==> src/rtl/timer_irq_pkg.sv <==
`default_nettype none
// +------------------------------------------------------------------+
// | Module   : timer_irq_pkg                                         |
// | Desc     : Register offsets, CTRL/STATUS bit positions, CMP reset |
// | Revision : 1.0                                                   |
// +------------------------------------------------------------------+
package timer_irq_pkg;

  localparam logic [4:0] c_OFF_MTIME_LO = 5'h00;
  localparam logic [4:0] c_OFF_MTIME_HI = 5'h04;
  localparam logic [4:0] c_OFF_CMP_LO   = 5'h08;
  localparam logic [4:0] c_OFF_CMP_HI   = 5'h0C;
  localparam logic [4:0] c_OFF_CTRL     = 5'h10;
  localparam logic [4:0] c_OFF_STATUS   = 5'h14;

  localparam int c_CTRL_EN_BIT     = 0;
  localparam int c_CTRL_AR_BIT     = 1;
  localparam int c_CTRL_PS_LSB     = 8;
  localparam int c_STATUS_PEND_BIT = 0;

  localparam logic [63:0] c_CMP_RST = 64'hFFFF_FFFF_FFFF_FFFF;

  function automatic logic [31:0] byte_merge(input logic [31:0] old_val,
                                             input logic [31:0] new_val,
                                             input logic [3:0]  be);
    logic [31:0] res;
    res = old_val;
    for (int i = 0; i < 4; i++) begin
      if (be[i]) res[8*i +: 8] = new_val[8*i +: 8];
    end
    return res;
  endfunction

endpackage
`default_nettype wire

==> src/rtl/timer_irq_unit_prescaler.sv <==
`default_nettype none
// +------------------------------------------------------------------+
// | Module   : timer_prescaler                                       |
// | Desc     : Divides clk by PRESCALE+1 while enabled, emits a tick  |
// | Revision : 1.0                                                   |
// +------------------------------------------------------------------+
module timer_prescaler #(
  parameter int PRESCALE_W = 8
) (
  input  logic                  clk,
  input  logic                  reset,
  input  logic                  en_i,
  input  logic [PRESCALE_W-1:0] prescale_i,
  input  logic                  clr_i,
  output logic                  tick_o
);

  logic [PRESCALE_W-1:0] cnt_q;
  logic [PRESCALE_W-1:0] cnt_d;

  assign tick_o = en_i && (cnt_q == prescale_i);

  always_comb begin
    cnt_d = cnt_q;
    if (clr_i || tick_o) cnt_d = '0;
    else if (en_i)       cnt_d = cnt_q + {{(PRESCALE_W-1){1'b0}}, 1'b1};
  end

  always_ff @(posedge clk) begin
    if (!reset) cnt_q <= '0;
    else        cnt_q <= cnt_d;
  end

endmodule
`default_nettype wire

==> src/rtl/timer_irq_unit.sv <==
`default_nettype none
// +------------------------------------------------------------------+
// | Module   : timer_irq_unit                                        |
// | Desc     : 64-bit MTIME timer with compare interrupt, bus regs    |
// | Revision : 1.0                                                   |
// +------------------------------------------------------------------+
module timer_irq_unit
  import timer_irq_pkg::*;
#(
  parameter logic [31:0] BASE_ADDR  = 32'h0000_1000,
  parameter int          PRESCALE_W = 8
) (
  input  logic        clk,
  input  logic        reset,
  input  logic        cs,
  input  logic        wr,
  input  logic [31:0] addr,
  input  logic [31:0] wdata,
  input  logic [3:0]  mask,
  output logic [31:0] rdata,
  output logic        rvalid,
  output logic        intrrupt
);

  logic [63:0]           mtime_q, mtime_d, cmp_q, cmp_d;
  logic [31:0]           shadow_q, shadow_d, rdata_q, rdata_d;
  logic                  en_q, en_d, ar_q, ar_d, pend_q, pend_d;
  logic                  rvalid_q, rvalid_d, intr_q;
  logic [PRESCALE_W-1:0] ps_q, ps_d;

  logic        w_hit, w_wr, w_rd, w_tick, w_match, w_ps_clr;
  logic        w_ctrl_wr, w_cmp_wr, w_status_clr, w_unused;
  logic [4:0]  w_off;
  logic [31:0] w_ctrl, w_ctrl_new;

  assign w_hit = cs && (addr[31:5] == BASE_ADDR[31:5]);
  assign w_wr  = w_hit && wr;
  assign w_rd  = w_hit && !wr;
  assign w_off = {addr[4:2], 2'b00};

  always_comb begin
    w_ctrl = '0;
    w_ctrl[c_CTRL_EN_BIT] = en_q;
    w_ctrl[c_CTRL_AR_BIT] = ar_q;
    w_ctrl[c_CTRL_PS_LSB +: PRESCALE_W] = ps_q;
  end

  assign w_ctrl_new   = byte_merge(w_ctrl, wdata, mask);
  assign w_ctrl_wr    = w_wr && (w_off == c_OFF_CTRL);
  assign w_cmp_wr     = w_wr && ((w_off == c_OFF_CMP_LO) || (w_off == c_OFF_CMP_HI));
  assign w_status_clr = w_wr && (w_off == c_OFF_STATUS) && wdata[c_STATUS_PEND_BIT] && mask[0];

  assign en_d     = w_ctrl_wr ? w_ctrl_new[c_CTRL_EN_BIT] : en_q;
  assign ar_d     = w_ctrl_wr ? w_ctrl_new[c_CTRL_AR_BIT] : ar_q;
  assign ps_d     = w_ctrl_wr ? w_ctrl_new[c_CTRL_PS_LSB +: PRESCALE_W] : ps_q;
  assign w_ps_clr = w_ctrl_wr && !en_q && en_d;

  assign w_unused = ^{addr[1:0], w_ctrl_new[31:c_CTRL_PS_LSB+PRESCALE_W],
                      w_ctrl_new[c_CTRL_PS_LSB-1:c_CTRL_AR_BIT+1]};

  timer_prescaler #(.PRESCALE_W(PRESCALE_W)) u_prescaler (
    .clk        (clk),
    .reset      (reset),
    .en_i       (en_q),
    .prescale_i (ps_q),
    .clr_i      (w_ps_clr),
    .tick_o     (w_tick)
  );

  always_comb begin
    cmp_d = cmp_q;
    if (w_wr && (w_off == c_OFF_CMP_LO)) cmp_d[31:0]  = byte_merge(cmp_q[31:0], wdata, mask);
    if (w_wr && (w_off == c_OFF_CMP_HI)) cmp_d[63:32] = byte_merge(cmp_q[63:32], wdata, mask);
  end

  // Match uses the compare value that holds after this cycle's write, so
  // reprogramming CMP away from MTIME cannot re-set PEND from the stale value.
  assign w_match = en_q && (mtime_q >= cmp_d);
  assign pend_d  = w_match || (pend_q && !(w_status_clr || w_cmp_wr));

  always_comb begin
    mtime_d = mtime_q;
    if (w_wr && (w_off == c_OFF_MTIME_LO))      mtime_d[31:0]  = byte_merge(mtime_q[31:0], wdata, mask);
    else if (w_wr && (w_off == c_OFF_MTIME_HI)) mtime_d[63:32] = byte_merge(mtime_q[63:32], wdata, mask);
    else if (w_match && ar_q)                   mtime_d = '0;
    else if (w_tick)                            mtime_d = mtime_q + 64'd1;
  end

  always_comb begin
    rdata_d  = '0;
    shadow_d = shadow_q;
    if (w_rd) begin
      case (w_off)
        c_OFF_MTIME_LO: begin
          rdata_d  = mtime_q[31:0];
          shadow_d = mtime_q[63:32];
        end
        c_OFF_MTIME_HI: rdata_d = shadow_q;
        c_OFF_CMP_LO:   rdata_d = cmp_q[31:0];
        c_OFF_CMP_HI:   rdata_d = cmp_q[63:32];
        c_OFF_CTRL:     rdata_d = w_ctrl;
        c_OFF_STATUS:   rdata_d[c_STATUS_PEND_BIT] = pend_q;
        default:        rdata_d = '0;
      endcase
    end
  end
  assign rvalid_d = w_rd;

  always_ff @(posedge clk) begin
    if (!reset) begin
      mtime_q  <= '0;
      cmp_q    <= c_CMP_RST;
      shadow_q <= '0;
      en_q     <= 1'b0;
      ar_q     <= 1'b0;
      ps_q     <= '0;
      pend_q   <= 1'b0;
      rdata_q  <= '0;
      rvalid_q <= 1'b0;
      intr_q   <= 1'b0;
    end else begin
      mtime_q  <= mtime_d;
      cmp_q    <= cmp_d;
      shadow_q <= shadow_d;
      en_q     <= en_d;
      ar_q     <= ar_d;
      ps_q     <= ps_d;
      pend_q   <= pend_d;
      rdata_q  <= rdata_d;
      rvalid_q <= rvalid_d;
      intr_q   <= pend_q && en_q;
    end
  end

  assign rdata    = rdata_q;
  assign rvalid   = rvalid_q;
  assign intrrupt = intr_q;

endmodule
`default_nettype wire

==> config.mk <==
export PLATFORM = sky130hd
export DESIGN_NAME = timer_irq_unit
export DESIGN_NICKNAME = d
export VERILOG_FILES = /design/src/rtl/timer_irq_pkg.sv /design/src/rtl/timer_irq_unit_prescaler.sv /design/src/rtl/timer_irq_unit.sv
export SDC_FILE = /design/constraint.sdc
export NUM_CORES = 1
export LEC_CHECK = 0
export CORE_MARGIN = 10
export CORE_UTILIZATION = 50
export CTS_CLUSTER_DIAMETER = 60
export DETAILED_ROUTE_END_ITERATION = 12
export GPL_TIMING_DRIVEN = 0
export PLACE_DENSITY = 0.74
export SYNTH_ARGS = -nofsm -noshare
export SYNTH_HDL_FRONTEND = slang
export SYNTH_SLANG_ARGS = --single-unit
export TNS_END_PERCENT = 5
==> constraint.sdc <==
create_clock -name clk -period 5.36 [get_ports clk]
set_input_delay 1.072 -clock clk [delete_from_list [all_inputs] [get_ports clk]]
set_output_delay 1.072 -clock clk [all_outputs]
set_load 0.05 [all_outputs]
==> flow_metrics.tcl <==
set metrics [dict create \
    die_h_um 173 \
    grt-ovfl-total 0 \
    hold_path_depth 2 \
    synth_cells 1427 \
    clockBufferDepth 3 \
    grt_max_degree 14 \
    ys.flop_type "dfxtp_1" \
    final_layout_size_suffix_gt1_share_pct 11.0 \
    timing.fmax_mhz 186 \
    finalMaxSlewViolations 0 \
    dieArea_um2 29800 \
    cts-htree-levels 1 \
    reg2reg_depth 12 \
    first_global_vias 12100 \
    critPathLaunchType "input pin" \
    synth_nets 1565 \
    seqPwrFrac_pct 41.4 \
    clkPwrFrac_pct 53.3 \
    power.switching_mw 0.887 \
    wirelength_um 49000 \
    failed_checks "setup timing" \
    min_path_type "flip-flop to flip-flop" \
    finalHoldViolations 0 \
    maxSlewHeadroom_pct 7.54 \
    netlist_area_um2 11600 \
    dp_slack_ps -2230 \
    synth-seq-cells 213 \
    worst_slack_ps -22.5 \
    fillCellCount 1949 \
    skew_ps 19.8 \
    outcome "complete, but fails checks" \
    gp_congestion 0.996 \
    comb_power_share_pct 5.3 \
    finalCritPeriodShare_pct 100 \
    synthTopCellsByArea "dfxtp_1 37%, mux2i_1 8.1%, ha_1 7.1%" \
    grt_setup_unrepaired "true" \
    finalPower_mw 3.83 \
    yosys.area.top_type "dfxtp_1" \
    synth.distinct_cells 63 \
    synth_common_cells "215 x nand2_1, 213 x dfxtp_1, 148 x a21oi_1" \
    dr.pass1.iters 6 \
    p_sw_share_pct 23.2 \
    cts_hold_buffers 0 \
    irDropWorstVdd_v 0.000213 \
    power.leakage_nw 5.98 \
    antenna_found_initial 0 \
    grt_use_total_pct 30.5 \
    num_io_pins 106 \
    synth-edff-count 0 \
    cts_tree "done" \
    cts_buffers 27 \
    vias_per_cell 6.52 \
    synth_most_common_cell "nand2_1" \
    critPathArrivalTime_ps 5850 \
    worst_setup_path_end_kind "flip-flop" \
    final.min_clock_period_ps 5380 \
    diodes 0 \
    crit_required_ps 5830 \
    drc_errors 0 \
    ys_seq_area_share_pct 36.6 \
    initial_core_util_pct 51.1 \
    synth.top_cell.area_share_pct 36.6 \
    die_x_um 173 \
    areaGrowthSynthToFinish_pct 27.5 \
    p_int_mw 2.94 \
    grt_pass1_wl_um 72100 \
    setup_viol 1 \
    wl_per_cell_um 25.6 \
    path_clk_slew_ps 60 \
    dpl.hpwl_um 34600 \
    drv_cap 0 \
    power_density_nw_per_um2 258 \
    worst-path-max-fanout 8 \
    final_util_pct 65.1 \
    clock_latency_ps 560 \
    synth-async-reset-ratio_pct 0 \
    drtIter0Drc 1800 \
    postRouteAntennaNets 0 \
    cts_sinks 213 \
    rows 55 \
    coreArea_um2 22800 \
    worst-setup-path-type "input pin to flip-flop" \
    cts_root_buf "clkbuf_16" \
    io_buffers 96 \
    nNetsFinal 1720 \
    vias 12500 \
    yosysWarnings 0 \
    worst_pin_slew_ps 1390 \
    syn_avg_cell_area_um2 8.16 \
]
state kept, by name, summed over array words and instances, names as in the netlist:
name	cells
rdata	32
ar_q	1
intrrupt	1
rvalid	1
en_q	1
mtime_q	64
shadow_q	32
pend_q	1
cmp_q	64
ps_q	8
u_prescaler.cnt_q	8
metrics by stage:
step / std cells / area (um2) / setup TNS (ps) / hold WS (ps)
2_1_floorplan: 1427 / 11600 / 0 / 436
3_3_place_gp: 1836 / 13000 / -148450 / 443
3_5_place_dp: 1837 / 13000 / -127730 / 449
4_1_cts: 1897 / 14300 / 0 / 457
5_1_grt: 1916 / 14800 / -5060 / 469
6_report: 1916 / 14800 / -22.5 / 456
what timing repair did:
| action | CTS | global route |
|---|---|---|
| pin swaps | 8 | 35 |
| setup endpoints to repair | 65 | 62 |
| gates resized for setup | 41 | 90 |
| cloned | 0 | 1 |
| buffers inserted | 12 | 19 |
power by group through the flow:
| stage | sequential [mW] | combinational, mW | clock (mW) |
|---|---|---|---|
| global placement | 1.62 | 0.178 | 0 |
| detailed placement | 1.62 | 0.179 | 0 |
| global route | 1.58 | 0.208 | 2.10 |
| finish | 1.58 | 0.203 | 2.04 |
| CTS | 1.58 | 0.186 | 2.05 |
| floorplan | 1.62 | 0.0657 | 0 |
kinds of logic (layout without fill, tap and decap cells):
family                   count (synthesis)  count (layout)  share of synthesized area, %
XOR/XNOR                                37              37                          2.78
AO/OA/AOI/OAI                          364             364                          19.5
multiplexers                            96              96                          8.28
AND/OR/NAND/NOR                        553             553                          22.5
flip-flops                             213             213                          36.6
buffers and inverters                   98             274                          3.27
adder cells (fa/ha/maj)                 66              66                          7.10
cells in the final DEF, fill, tap and decap left out, drive strengths merged, types with 18 or more instances in the layout:
| master | synthesis | final |
|---|---|---|
| ha | 66 | 66 |
| clkdlybuf4s50 | 0 | 85 |
| dfxtp | 213 | 213 |
| a22oi | 42 | 42 |
| buf | 14 | 47 |
| a21oi | 148 | 148 |
| nand4 | 41 | 41 |
| xor2 | 20 | 20 |
| nand2 | 216 | 216 |
| nor2 | 106 | 106 |
| o21ai | 66 | 66 |
| a31oi | 18 | 18 |
| clkbuf | 70 | 102 |
| and3 | 20 | 20 |
| nor3 | 37 | 37 |
| nor4 | 23 | 23 |
| mux2i | 94 | 94 |
| nand3 | 57 | 57 |
final timing paths:
kind | from | end | slack (ps)
max | addr[21] | mtime_q[51] | -20
min | shadow_q[15] | shadow_q[15] | 460
max reg2reg | mtime_q[38] | mtime_q[51] | 1840
min reg2reg | shadow_q[15] | shadow_q[15] | 460
worst max-delay path, cell delays in order:
cell and delay (ps):
clkdlybuf4s50_1 410, nor4_1 320, nand3_1 220, nor3_4 250, clkbuf_16 230, nand3_4 200
mux2i_4 300, ha_1 310, nand4_1 200, nor3_1 150, a221oi_2 360, a31oi_2 170
o41ai_2 350, buf_4 190, buf_4 110, nand3_2 120, buf_8 200, or4_1 500
a31oi_1 180
layer usage:
metal  vias up  part of all wire, %  track usage (%)
met2       810                   44             48.2
li1       5582                    -                -
met4         0                  6.9             18.4
met5         -                    0                0
met1      5859                   39             37.4
met3       232                   10             6.60
layout make-up:
cell class / instances / area [um2] / share of cell area [%]
Multi-Input combinational cell: 1116 / 7480 / 50.4
Buffer: 81 / 390 / 2.63
Sequential cell: 213 / 4260 / 28.7
Clock buffer: 35 / 756 / 5.09
Inverter: 14 / 52.6 / 0.354
Timing Repair Buffer: 129 / 1260 / 8.49
Tap cell: 313 / 392 / 2.64
Clock inverter: 15 / 241 / 1.63
Note: power is estimated with default switching activity, not from simulation.
